===== src/rtl/mnet_pkg.sv =====
// mnet_pkg: shared MobileNet datapath widths, GAP sequencer state type and the per-beat lane sum helper
package mnet_pkg;
  localparam int DATA_W = 10;
  localparam int LANES = 9;
  localparam int SUM_W = DATA_W + 4;
  typedef enum logic [1:0] {IDLE, ACCUM, EMIT, DONE} gap_state_t;
  function automatic logic [SUM_W-1:0] lane_sum(input logic [LANES*DATA_W-1:0] beat);
    lane_sum = '0;
    for (int k = 0; k < LANES; k++) lane_sum = lane_sum + SUM_W'(beat[k*DATA_W +: DATA_W]);
  endfunction
endpackage


===== src/rtl/gap_accum.sv =====
// gap_accum: saturating accumulator of lane sums (i_clk, i_reset async low, clr/en/beat in, acc out; clr wins over en)
module gap_accum
  import mnet_pkg::*;
#(
  parameter int ACC_W = 22
) (
  input  logic                    i_clk,
  input  logic                    i_reset,
  input  logic                    clr,
  input  logic                    en,
  input  logic [LANES*DATA_W-1:0] beat,
  output logic [ACC_W-1:0]        acc
);
  localparam int W = (ACC_W > SUM_W ? ACC_W : SUM_W) + 1;
  logic [W-1:0] sum;
  assign sum = W'(acc) + W'(lane_sum(beat));
  always_ff @(posedge i_clk or negedge i_reset)
    if (!i_reset) acc <= '0;
    else if (clr) acc <= '0;
    else if (en) acc <= |sum[W-1:ACC_W] ? '1 : sum[ACC_W-1:0];
endmodule


===== src/rtl/gap_sequencer.sv =====
// gap_sequencer: global-average-pool sequencer; beats in (valid/ready), one scaled average per channel out (valid/ready), busy/done status
module gap_sequencer #(
  parameter int DATA_W       = 10,
  parameter int LANES        = 9,
  parameter int ACC_W        = 22,
  parameter int SHIFT        = 12,
  parameter int BEATS_PER_CH = 455,
  parameter int NUM_CH       = 1024
) (
  input  logic                      i_clk,
  input  logic                      i_reset,
  input  logic                      i_start,
  input  logic                      i_in_valid,
  input  logic [LANES*DATA_W-1:0]   i_in_data,
  output logic                      o_in_ready,
  output logic                      o_out_valid,
  output logic [DATA_W-1:0]         o_out_data,
  output logic [$clog2(NUM_CH)-1:0] o_out_ch,
  input  logic                      i_out_ready,
  output logic                      o_busy,
  output logic                      o_done
);
  import mnet_pkg::*;
  localparam int BW = BEATS_PER_CH > 1 ? $clog2(BEATS_PER_CH) : 1;
  localparam int CW = $clog2(NUM_CH);
  gap_state_t state, nxt;
  logic [BW-1:0] beat;
  logic [ACC_W-1:0] acc;
  logic take, last_beat, emit_hs, last_ch, begin_frame, unused_acc;
  assign take = state == ACCUM && i_in_valid;
  assign last_beat = beat == BW'(BEATS_PER_CH - 1);
  assign emit_hs = state == EMIT && i_out_ready;
  assign last_ch = o_out_ch == CW'(NUM_CH - 1);
  assign begin_frame = state == IDLE && i_start;
  assign o_out_data = acc[SHIFT+DATA_W-1:SHIFT];
  assign unused_acc = ^acc;
  gap_accum #(.ACC_W(ACC_W)) u_acc (
    .i_clk  (i_clk),
    .i_reset(i_reset),
    .clr    (begin_frame || emit_hs),
    .en     (take),
    .beat   (i_in_data),
    .acc    (acc)
  );
  always_ff @(posedge i_clk or negedge i_reset)
    if (!i_reset) state <= IDLE;
    else state <= nxt;
  always_comb begin
    o_in_ready = state == ACCUM;
    o_out_valid = state == EMIT;
    o_busy = state != IDLE;
    o_done = state == DONE;
    nxt = state;
    case (state)
      IDLE:    nxt = i_start ? ACCUM : IDLE;
      ACCUM:   nxt = take && last_beat ? EMIT : ACCUM;
      EMIT:    nxt = !i_out_ready ? EMIT : last_ch ? DONE : ACCUM;
      default: nxt = IDLE;
    endcase
  end
  always_ff @(posedge i_clk or negedge i_reset)
    if (!i_reset) begin
      beat <= '0;
      o_out_ch <= '0;
    end else begin
      beat <= begin_frame || emit_hs ? '0 : take ? beat + BW'(1) : beat;
      o_out_ch <= begin_frame ? '0 : emit_hs && !last_ch ? o_out_ch + CW'(1) : o_out_ch;
    end
endmodule


===== config.mk =====
export PLATFORM = sky130hd
export DESIGN_NAME = gap_sequencer
export DESIGN_NICKNAME = d
export VERILOG_FILES = /design/src/rtl/mnet_pkg.sv /design/src/rtl/gap_accum.sv /design/src/rtl/gap_sequencer.sv
export SDC_FILE = /design/constraint.sdc
export NUM_CORES = 1
export LEC_CHECK = 0
export BUFFER_PORTS_ARGS = -buffer_cell sky130_fd_sc_hd__buf_2
export CORE_AREA = 5 5 98 100
export CTS_BUF_LIST = sky130_fd_sc_hd__clkbuf_16
export CTS_CLUSTER_DIAMETER = 50
export DETAILED_ROUTE_END_ITERATION = 12
export DIE_AREA = 0 0 103 105
export HOLD_SLACK_MARGIN = 0.05
export PLACE_DENSITY_LB_ADDON = 0.2
export SYNTH_ARGS = -nofsm -noshare
export SYNTH_HDL_FRONTEND = slang
export SYNTH_HIERARCHICAL = 1
export SYNTH_SLANG_ARGS = --single-unit
export TNS_END_PERCENT = 100

===== constraint.sdc =====
create_clock -name i_clk -period 8.47 [get_ports i_clk]
set_clock_uncertainty 0.1 [all_clocks]
set_input_delay 2.1175 -clock i_clk [delete_from_list [all_inputs] [get_ports i_clk]]
set_output_delay 2.1175 -clock i_clk [all_outputs]
set_load 0.1 [all_outputs]

; ---- Word level (Yosys, flattened, before mapping)
; Index checks and enable logic that the tools add are counted.
[op_classes]
add_sub_neg = 11
n_reduce_logical = 11
muxes = 12
n_eq_ne = 5
[op_table]
columns = op, count
row1 = adder 14 x 10 -> 14 bit, 7
row2 = 2-to-1 mux 22 bit, 3
row3 = adder 22 x 14 -> 23 bit, 1
row4 = 2-to-1 mux 10 bit, 2
row5 = 2-to-1 mux 9 bit, 2
row6 = adder 10 x 10 -> 11 bit, 1
row7 = adder 10 x 1 -> 10 bit (second input constant), 1
row8 = == test 10 bit (second input constant), 1
row9 = adder 9 x 1 -> 9 bit (second input constant), 1
row10 = == test 9 bit (second input constant), 1
row11 = 2-to-1 mux 2 bit, 3
row12 = one-hot mux 2 bit (3 select lines), 1
row13 = nonzero test 2 bit, 3
row14 = logical AND 1 bit, 5
row15 = == test 2 bit (second input constant), 2
row16 = == test 2 x 1 -> 1 bit (second input constant), 1
row17 = zero test 2 bit, 1
row18 = zero test 1 bit, 1
row19 = logical OR 1 bit, 1
row20 = 2-to-1 mux 1 bit, 1
[totals]
inputBits = 95
output_inout_bits = 24
regBits = 43

; ---- Depth between registers and ports, before layout
; Gate-level depths: netlist of run 1.
[logic_depth]
word_depth = 12
mapped_depth = 19
mapped_depth_nobuf = 18

; ---- Cells and area by module
; The synthesis of run 1 kept the hierarchy.
[modules_own_cells]
columns = mod, n_inst, seq_area_each_um2, area_each_um2, cells_per_inst
row1 = gap_accum, 1, 550.5, 3837.4, 379
row2 = gap_sequencer, 1, 525.5, 1211.2, 128

; ---- Least setup slack after synthesis of run 1
; Ideal clock, no wire load.
[synth_timing]
path_type = input -> register
startpoint = input i_in_data[2]
endpoint = register u_acc.acc[19]
slack_ns = 1.677
path_buffers = 0
t_arrival_ns = 6.597
required_time_ns = 8.274
stages = 16
path_cell_list = inv_1 -> fa_1 -> inv_1 -> fa_1 -> fa_1 -> inv_1 -> fa_1 -> fa_1 -> inv_1 -> fa_1 -> a211oi_1 -> nor2_1 -> a211oi_2 -> a41oi_2 -> and2_1 -> a311oi_2
[synth_via]
elab_chain_cells = 12
[synth_lines]
columns = element, line_no
row1 = from (decl), gap_sequencer.sv:14  ; input logic [LANES*DATA_W-1:0] i_in_data,
row2 = adder 10 x 10 -> 11 bit, mnet_pkg.sv:9  ; for (int k = 0; k < LANES; k++) lane_sum = lane_sum + SUM_W'(beat[k*DATA_W +: DATA_W]);
row3 = adder 14 x 10 -> 14 bit (7 in a row), mnet_pkg.sv:9
row4 = adder 22 x 14 -> 23 bit, gap_accum.sv:16  ; assign sum = W'(acc) + W'(lane_sum(beat));
row5 = 2-to-1 mux 22 bit (2 in a row), gap_accum.sv:20  ; else if (en) acc <= |sum[W-1:ACC_W] ? '1 : sum[ACC_W-1:0];
row6 = 2-to-1 mux 22 bit, gap_accum.sv:19  ; else if (clr) acc <= '0;
row7 = to (signal assigned), gap_accum.sv:20
row8 = to (decl), gap_accum.sv:12  ; output logic [ACC_W-1:0] acc
; No other way between the ends. The select of a mux whose other input is x is not followed.
; A chain may end at the register's enable or synchronous reset.

; ---- Worst setup path in the final report of run 1
[layout_timing]
startpoint = input i_in_data[7]
endpoint = register u_acc.acc[21]
; Same word-level chain as after synthesis.

==> results.yml, run 1 <==
sta:
  max_clock_freq_mhz: 146
  drv_slew: 0
  holdWs_ns: 0.409
  rsz0062_at_grt: "false"
  tightestPinTransition_ns: 1.15
  relSlewSlack: 0.231
  final-setup-viol-count: 0
  tns_ns: 0
  min_period_over_period: 0.810
  hold_viol: 0
  layout_min_cycle_time_ns: 6.86
grt:
  grt_pass1_wl_um: 17800
  antenna_found_initial: 0
  grt_max_degree: 44
  grt_pass1_vias: 4166
  grt_usage: 0.198
  grt_overflow: 0
place:
  place.gp.congestion: 0.871
  io_buffers: 118
  hpwlAfterDp_um: 8450
  placed_area_um2: 5720
yosys:
  syn_avg_cell_area_um2: 9.96
  ys_warn_count: 6
  synth.distinct_cells: 59
  ys_seq_area_frac: 0.213
  syn_inst: 507
  synth_flop_cell: "dfrtp_1"
  synth_edf_count: 0
  async_reset_ff_frac: 1.00
  netlist_area_um2: 5050
  synth_nets: 709
  ys_seq_elements: 43
hold_path:
  worstHoldStart: "u_acc/acc[14]"
  hold_path_depth: 2
  hold_end: "u_acc/acc[14]"
  hp-class: "flip-flop to flip-flop"
layout:
  drive_gt1_frac: 0.246
  syn2layout_area_growth_pct: 16.3
  antenna_cells: 0
  fin_util: 0.683
  design_area_um2: 5870
  nNetsFinal: 822
floorplan:
  core-area_um2: 8590
  die_h_um: 105
  num_rows: 34
  dieWidth_um: 103
  start_util: 0.588
  dieArea_um2: 10800
  num_io_pins: 119
clock_tree:
  cts_htree_levels: 2
  cts_made_buffers: 5
  postCtsSetupBuffers: 0
  clockRootBuffer: "clkbuf_16"
  cts.sinks: 43
  postCtsHoldBufs: 0
  cts_buffer_depth: 2
  clock_latency_ns: 0.29
  ctsResizeCount: 0
  tritoncts: "yes"
  path_clk_slew_ns: 0.07
critical_path:
  end_kind: "flip-flop"
  arrival_ns: 6.88
  cp-start-kind: "primary input"
  required_ns: 8.49
  path_class: "primary input to flip-flop"
  r2r_setup_slack_ns: 4.29
  r2r_start: "u_acc/acc[10]"
  reg2reg_to: "u_acc/acc[21]"
  r2r_cells: 11
  crit_fanout: 14
routing:
  via_per_inst: 5.48
  drt_iter0_markers: 175
  firstDrtPassIters: 4
  ant_nets: 0
  drt-total-wl_um: 10200
  drc: 0
  wl_per_cell_um: 14.1
  dr_total_vias: 3993
status:
  status: "completed"
run:
  cap_violations: 0
-- area by class of cell --
class	count	area, um^2
Clock buffer	5	125
Clock inverter	3	26.3
Fill cell	702	2720
Tap cell	108	135
Inverter	97	364
Timing Repair Buffer	119	598
Multi-Input combinational cell	354	3550
Sequential cell	43	1080
-- worst max-delay path, cell delays in order --
cell       delay (ns)
buf_2            0.07
inv_1            0.04
fa_1             0.53
inv_1            0.05
fa_1             0.50
fa_1             0.51
fa_1             0.54
inv_1            0.05
fa_1             0.49
inv_1            0.04
ha_1             0.25
a2111oi_0        0.60
o2111ai_1        0.27
a21oi_2          0.24
or3_4            0.30
and4_1           0.22
nor3_1           0.04
-- logic make-up (layout without fill, tap and decap cells) --
group	after synthesis	count (layout)	synth area share
flip-flops	43	43	0.213
adder cells (fa/ha/maj)	107	107	0.380
XOR/XNOR	17	17	0.0295
multiplexers	4	4	0.00793
AO/OA/AOI/OAI	96	96	0.152
AND/OR/NAND/NOR	130	130	0.131
buffers and inverters	110	224	0.0860
-- stage by stage --
step | worst slack (ns) | cells
global placement | 1.39 | 721
CTS | 1.63 | 729
detailed placement | 1.33 | 721
global route | 1.34 | 729
floorplan | 1.68 | 507
finish | 1.61 | 729
-- per-layer routing --
metal	wire, um	part of all wire	track usage	vias up
met3	565	0.055	0.0233	11
met5	0	0	0	-
met1	4070	0.40	0.264	1963
li1	-	-	-	1909
met4	87	0.0085	0.0296	0
met2	5520	0.54	0.352	110
-- sequential cells by signal, indices dropped and copies added (netlist names) --
register and count:
state 2, u_acc/acc 22, beat 9, o_out_ch 10
-- Yosys cell counts, types with 4 or more instances --
| cell | instances | area share |
|---|---|---|
| nand3_1 | 4 | 0.0040 |
| nand2_1 | 25 | 0.019 |
| a311oi_2 | 10 | 0.030 |
| clkbuf_1 | 8 | 0.0059 |
| a211oi_1 | 9 | 0.013 |
| xor2_1 | 7 | 0.012 |
| o21ai_0 | 12 | 0.012 |
| o211ai_1 | 4 | 0.0059 |
| mux2i_1 | 4 | 0.0079 |
| nand4_1 | 4 | 0.0050 |
| a21oi_1 | 22 | 0.022 |
| a311oi_1 | 4 | 0.0069 |
| inv_1 | 97 | 0.072 |
| ha_1 | 30 | 0.074 |
| fa_1 | 77 | 0.31 |
| and3_1 | 4 | 0.0050 |
| nor3_1 | 12 | 0.012 |
| a31oi_1 | 5 | 0.0062 |
| and2_1 | 5 | 0.0062 |
| xnor2_1 | 10 | 0.017 |
| o21ai_1 | 4 | 0.0040 |
| dfrtp_1 | 43 | 0.21 |
| a21o_1 | 5 | 0.0074 |
| nor2_1 | 51 | 0.038 |
-- how the worst max path moves through the flow --
| stage | cells after the start | start | to |
|---|---|---|---|
| 2_1_floorplan | 16 | i_in_data[2] | u_acc/acc[19] |
| 3_3_place_gp | 17 | i_in_data[2] | u_acc/acc[19] |
| 3_5_place_dp | 17 | i_in_data[2] | u_acc/acc[17] |
| 4_1_cts | 17 | i_in_data[2] | u_acc/acc[17] |
| 5_1_grt | 17 | i_in_data[2] | u_acc/acc[17] |
| 6_report | 17 | i_in_data[7] | u_acc/acc[21] |
-- layout by cell type, fill, tap and decap left out, types with 3 or more instances in the layout --
master,count
and2_1,5
inv_1,97
clkbuf_16,5
a311oi_2,10
nand2b_1,3
buf_2,118
nand4_1,4
ha_1,30
or3_1,3
a21o_1,5
nor3_1,12
a31oi_1,5
o21ai_1,4
xor2_1,7
a311oi_1,4
xnor2_1,10
a211oi_1,9
fa_1,77
o211ai_1,4
o2111ai_1,3
o21a_1,3
and3_1,4
o21ai_0,12
nand3_1,4
dfrtp_1,43
nor2_1,51
a21oi_1,22
nand2_1,25
mux2i_1,4
Power of run 1 is not shown: default switching activity piles up to over one toggle a cycle in this logic, so the estimate is an artifact.
==> inputs of run 2 (changes only) <==
--- a/config.mk
+++ b/config.mk
@@ -5,12 +5,13 @@
 export SDC_FILE = /design/constraint.sdc
 export NUM_CORES = 1
 export LEC_CHECK = 0
+export ABC_AREA = 1
 export BUFFER_PORTS_ARGS = -buffer_cell sky130_fd_sc_hd__buf_2
-export CORE_AREA = 5 5 98 100
+export CORE_AREA = 5 5 109 111
 export CTS_BUF_LIST = sky130_fd_sc_hd__clkbuf_16
 export CTS_CLUSTER_DIAMETER = 50
 export DETAILED_ROUTE_END_ITERATION = 12
-export DIE_AREA = 0 0 103 105
+export DIE_AREA = 0 0 114 116
 export HOLD_SLACK_MARGIN = 0.05
 export PLACE_DENSITY_LB_ADDON = 0.2
 export SYNTH_ARGS = -nofsm -noshare
==> constraint.sdc (replaced) <==
create_clock -name i_clk -period 5.5 [get_ports i_clk]
set_clock_uncertainty 0.1 [all_clocks]
set_input_delay 1.375 -clock i_clk [delete_from_list [all_inputs] [get_ports i_clk]]
set_output_delay 1.375 -clock i_clk [all_outputs]
set_load 0.1 [all_outputs]
==> results.yml, run 2 <==
floorplan:
  num_rows: 38
  start_util: 0.505
  core-area_um2: 10700
  num_io_pins: 119
  dieWidth_um: 114
  dieArea_um2: 13200
  die_h_um: 116
sta:
  relSlewSlack: 0.304
  final-setup-viol-count: 0
  worst_slack_ns: 0.144
  drv_slew: 0
  holdWs_ns: 0.393
  hold_viol: 0
  max_clock_freq_mhz: 187
  tightestPinTransition_ns: 1.04
  min_period_over_period: 0.974
  layout_min_cycle_time_ns: 5.36
  rsz0062_at_grt: "true"
yosys:
  yosys.area.top_type_share: 0.285
  syn_avg_cell_area_um2: 7.95
  syn_inst: 680
  synth_nets: 882
  netlist_area_um2: 5410
  ys_seq_area_frac: 0.199
  synth_edf_count: 0
  synth_flop_cell: "dfrtp_1"
  ys_seq_elements: 43
  post-synth-top-count-cell: "nand2_1"
  ys_top_cells_by_area: "fa_1 (29%), dfrtp_1 (20%), nand2_1 (12%)"
  synth.distinct_cells: 36
  ys_warn_count: 6
  synth_commonest_cells: "nand2_1 (180), inv_1 (152), fa_1 (77)"
  async_reset_ff_frac: 1.00
  yosysTopAreaCell: "fa_1"
critical_path:
  reg2reg_to: "u_acc/acc[20]"
  r2r_start: "u_acc/acc[10]"
  crit_path_frequent_cell: "fa_1"
  cp-start-kind: "primary input"
  end_kind: "flip-flop"
  r2r_setup_slack_ns: 1.83
  r2r_cells: 16
  critPathSlowestCell: "fa_1"
  cpPeakStageDelay_ns: 0.53
  crit_fanout: 5
  required_ns: 5.57
  arrival_ns: 5.43
  path_class: "primary input to flip-flop"
  path_cells: "buf_2 -> inv_1 -> fa_1 -> inv_1 -> fa_1 -> fa_1 -> fa_1 -> inv_1 -> fa_1 -> inv_1 -> ha_4 -> or2_4 -> nand2_4 -> o21ai_2 -> nand2_2 -> inv_2 -> nor2_4 -> clkbuf_16 -> nand3_2 -> nand2_1 -> nand2_1"
run:
  cap_violations: 0
layout:
  mostFrequentLayoutCell: "nand2_1"
  layout_common_cells: "nand2_1 (158), inv_1 (146), buf_2 (117)"
  layout_top_registers: "u_acc/acc (22), o_out_ch (10), beat (9)"
  syn2layout_area_growth_pct: 25.2
  drive_gt1_frac: 0.297
  nNetsFinal: 1027
  fillCellCount: 949
  final_cells: 965
  design_area_um2: 6770
  multi_input_area_um2: 3930
  largest_register_ff_count: 22
  seqCellArea_um2: 1080
  antenna_cells: 0
  regMostFlops: "u_acc/acc"
grt:
  grt_overflow: 0
  grt_use_met2: 0.317
  grt_max_degree: 44
  use_met1: 0.246
  grt_pass1_wl_um: 20500
  grt_usage: 0.186
  use_met3: 0.0277
  gr-max-usage-layer: "met2"
  grt_pass1_vias: 4744
  antenna_found_initial: 0
place:
  place.gp.congestion: 0.922
  dp_cells: 955
  placed_area_um2: 6370
  io_buffers: 118
  place_ws_ns: -0.353
  hpwlAfterDp_um: 10200
routing:
  drt_iter0_markers: 160
  drc: 0
  via_per_inst: 4.85
  dr_total_vias: 4677
  firstDrtPassIters: 4
  drt-total-wl_um: 12200
  wl_per_cell_um: 12.6
  ant_nets: 0
hold_path:
  hp-class: "flip-flop to flip-flop"
  hold_end: "u_acc/acc[0]"
  worstHoldStart: "u_acc/acc[0]"
  hold_path_depth: 2
clock_tree:
  cts_made_buffers: 5
  cts.sinks: 43
  path_clk_slew_ns: 0.06
  clockRootBuffer: "clkbuf_16"
  cts_buffer_depth: 2
  cts_htree_levels: 2
  clock_latency_ns: 0.28
  tritoncts: "yes"
status:
  status: "completed"
run 2: area by class of cell:
class / instances / area share
clock inverters: 2 / 0.00555
well taps: 140 / 0.0259
inverters: 159 / 0.0882
multi-input cells: 472 / 0.580
repair buffers: 144 / 0.123
clock buffers: 5 / 0.0185
flip-flops and latches: 43 / 0.159
run 2: logic make-up after synthesis:
family | Yosys count | synth area share
simple gates | 302 | 0.259
fa+ha+maj | 107 | 0.355
xor+xnor | 10 | 0.0162
flops | 43 | 0.199
compound gates | 53 | 0.0528
buf+inv | 165 | 0.118
run 2: worst max path at each step:
| stage | endpoint | slack [ns] | depth (start not counted) | from |
|---|---|---|---|---|
| 6_report | u_acc/acc[20] | 0.14 | 21 | i_in_data[3] |
| 3_5_place_dp | u_acc/acc[9] | -0.35 | 18 | i_in_data[2] |
| 5_1_grt | u_acc/acc[19] | -0.04 | 22 | i_in_data[4] |
| 2_1_floorplan | u_acc/acc[9] | 0.01 | 17 | i_in_data[2] |
| 3_3_place_gp | u_acc/acc[19] | -0.29 | 21 | i_in_data[2] |
| 4_1_cts | u_acc/acc[15] | -0.008 | 24 | i_in_data[9] |
run 2: repair_timing:
item,in CTS,in global routing
resized for setup,6,47
pin swaps,0,41
buffers inserted,0,1
gates cloned,0,2
endpoints found under the setup margin,9,22
hold buffers,0,0
run 2: layer usage:
| metal | vias up | part of all wire |
|---|---|---|
| li1 | 2336 | - |
| met1 | 2224 | 0.43 |
| met2 | 105 | 0.51 |
| met3 | 12 | 0.049 |
| met4 | 0 | 0.013 |
| met5 | - | 0 |
run 2: worst max-delay path: cells and delay by family:
kind | cells | cell delay [ns]
AOI/OAI and AO/OA | 1 | 0.07
buffers and inverters | 7 | 0.50
adders and majority gates | 6 | 2.73
and+or+nand+nor | 7 | 0.76
run 2: through the flow:
step | setup TNS, ns | utilization
2_1_floorplan | 0 | -
3_3_place_gp | -5.40 | 0.596
3_5_place_dp | -6.50 | 0.596
4_1_cts | -0.0154 | 0.614
5_1_grt | -0.267 | 0.633
6_report | 0 | 0.633
Power of run 2 is left out for the same reason.
==> inputs of run 3 (changes only) <==
==> constraint.sdc (replaced) <==
create_clock -name i_clk -period 5.5 [get_ports i_clk]
set_clock_uncertainty 0.1 [all_clocks]
set_input_delay 1.375 -clock i_clk [delete_from_list [all_inputs] [get_ports i_clk]]
set_output_delay 1.375 -clock i_clk [all_outputs]
set_load 0.01 [all_outputs]
==> results.yml, run 3 (synthesis gave the netlist of run 2 again) <==
status:
  status: "completed"
critical_path:
  arrival_ns: 5.46
  path_cells: "buf_2 -> fa_2 -> inv_2 -> fa_1 -> inv_1 -> fa_1 -> fa_1 -> inv_1 -> fa_1 -> inv_2 -> ha_4 -> nand2_4 -> inv_2 -> nand2_1 -> nand2_1 -> nand2_1 -> nand2_2 -> nand2_2 -> nand2_2 -> nor2_4 -> clkbuf_16 -> nand3_2 -> nand2_1 -> nand2_1"
  cpPeakStageDelay_ns: 0.56
  cp_top_family: "adder cells"
  r2r_start: "u_acc/acc[10]"
  required_ns: 5.58
  critPathSlowestCell: "fa_2"
  crit_fanout: 5
  startpoint: "i_in_data[58]"
  critical_path_buf_inv_count: 7
  cp-start-kind: "primary input"
  crit_path_frequent_cell: "nand2_1"
  path_class: "primary input to flip-flop"
  end_kind: "flip-flop"
place:
  hpwlAfterDp_um: 10300
  io_buffers: 118
  place.gp.congestion: 0.930
  placed_area_um2: 6360
sta:
  relSlewSlack: 0.303
  drv_slew: 0
  hold_viol: 0
  min_period_over_period: 0.978
  tightestPinTransition_ns: 1.04
  final-setup-viol-count: 0
  layout_min_cycle_time_ns: 5.38
  holdWs_ns: 0.396
  max_clock_freq_mhz: 186
clock_tree:
  path_clk_slew_ns: 0.07
  cts_buffer_depth: 2
  cts.sinks: 43
  clockRootBuffer: "clkbuf_16"
  cts_made_buffers: 5
  cts_htree_levels: 2
  clock_latency_ns: 0.28
  tritoncts: "yes"
layout:
  fillCellCount: 936
  layout_common_cells: "nand2_1 (163), inv_1 (139), buf_2 (117)"
  antenna_cells: 0
  design_area_um2: 6790
  mostFrequentLayoutCell: "nand2_1"
  layout_top_registers: "u_acc/acc (22), o_out_ch (10), beat (9)"
  regMostFlops: "u_acc/acc"
  drive_gt1_frac: 0.300
  largest_register_ff_count: 22
  syn2layout_area_growth_pct: 25.5
  nNetsFinal: 1032
routing:
  via_per_inst: 4.80
  drc: 0
  wl_per_cell_um: 12.9
  ant_nets: 0
  firstDrtPassIters: 4
  drt-total-wl_um: 12500
  dr_total_vias: 4659
  drt_iter0_markers: 180
floorplan:
  core-area_um2: 10700
  start_util: 0.505
  die_h_um: 116
  num_rows: 38
  dieWidth_um: 114
  dieArea_um2: 13200
  num_io_pins: 119
grt:
  use_met1: 0.259
  gr-max-usage-layer: "met2"
  grt_overflow: 0
  use_met3: 0.0266
  grt_pass1_wl_um: 21000
  grt_use_met2: 0.336
  grt_max_degree: 44
  antenna_found_initial: 0
  grt_pass1_vias: 4681
  grt_usage: 0.192
hold_path:
  worstHoldStart: "u_acc/acc[11]"
  hp-class: "flip-flop to flip-flop"
run:
  cap_violations: 0
-- run 3: cell count changes in the layout (fill, tap and decap cells not counted), moves of 5 or more --
cell     delta
inv_2       +7
buf_4       +6
nand2_1     +5
inv_1       -7
nand2_2     -5
-- run 3: final cells by class --
cell class / count / area, um^2 / area share
tap: 140 / 175 / 0.0258
sequential: 43 / 1080 / 0.159
timing repair buffer: 149 / 863 / 0.127
inverter: 159 / 597 / 0.0879
clock buffer: 5 / 125 / 0.0184
multi-input combinational: 472 / 3910 / 0.576
clock inverter: 3 / 42.5 / 0.00627
-- run 3: final timing paths --
path / endpoint / slack (ns) / cells after the start
worst min register to register: u_acc/acc[11] / 0.40 / 2
worst max register to register: u_acc/acc[18] / 1.75 / 16
min in group asynchronous: beat[4] / 1.16 / 1
worst max-delay path: u_acc/acc[18] / 0.12 / 24
max in group asynchronous: u_acc/acc[4] / 3.53 / 1
worst min-delay path: u_acc/acc[11] / 0.40 / 2
-- run 3: repair_timing --
action | CTS | global route
gates cloned | 0 | 1
buffers inserted | 0 | 8
hold endpoints to repair | 0 | 0
pin swaps | 3 | 51
hold buffers | 0 | 0
gates resized for setup | 4 | 49
setup endpoints to repair | 17 | 22
-- run 3: worst min-delay path, cell delays in order (launching register included) --
cell	delay (ns)
dfrtp_1	0.36
nand2_1	0.06
nand2_1	0.05
-- run 3: metal layers --
metal	share of wire	vias up
li1	-	2344
met1	0.42	2208
met2	0.52	103
met3	0.056	4
met4	0.0052	0
met5	0	-
-- run 3: per-stage QoR --
stage | instances | setup slack, ns | utilization | TNS [ns]
after floorplan | 680 | -0.00526 | - | -0.00526
after global placement | 954 | -0.288 | 0.595 | -5.58
after detailed placement | 954 | -0.348 | 0.595 | -6.68
after CTS | 962 | -0.00853 | 0.612 | -0.00967
after global routing | 971 | -0.0213 | 0.634 | -0.0882
final | 971 | 0.119 | 0.634 | 0
Power of run 3 is left out for the same reason.
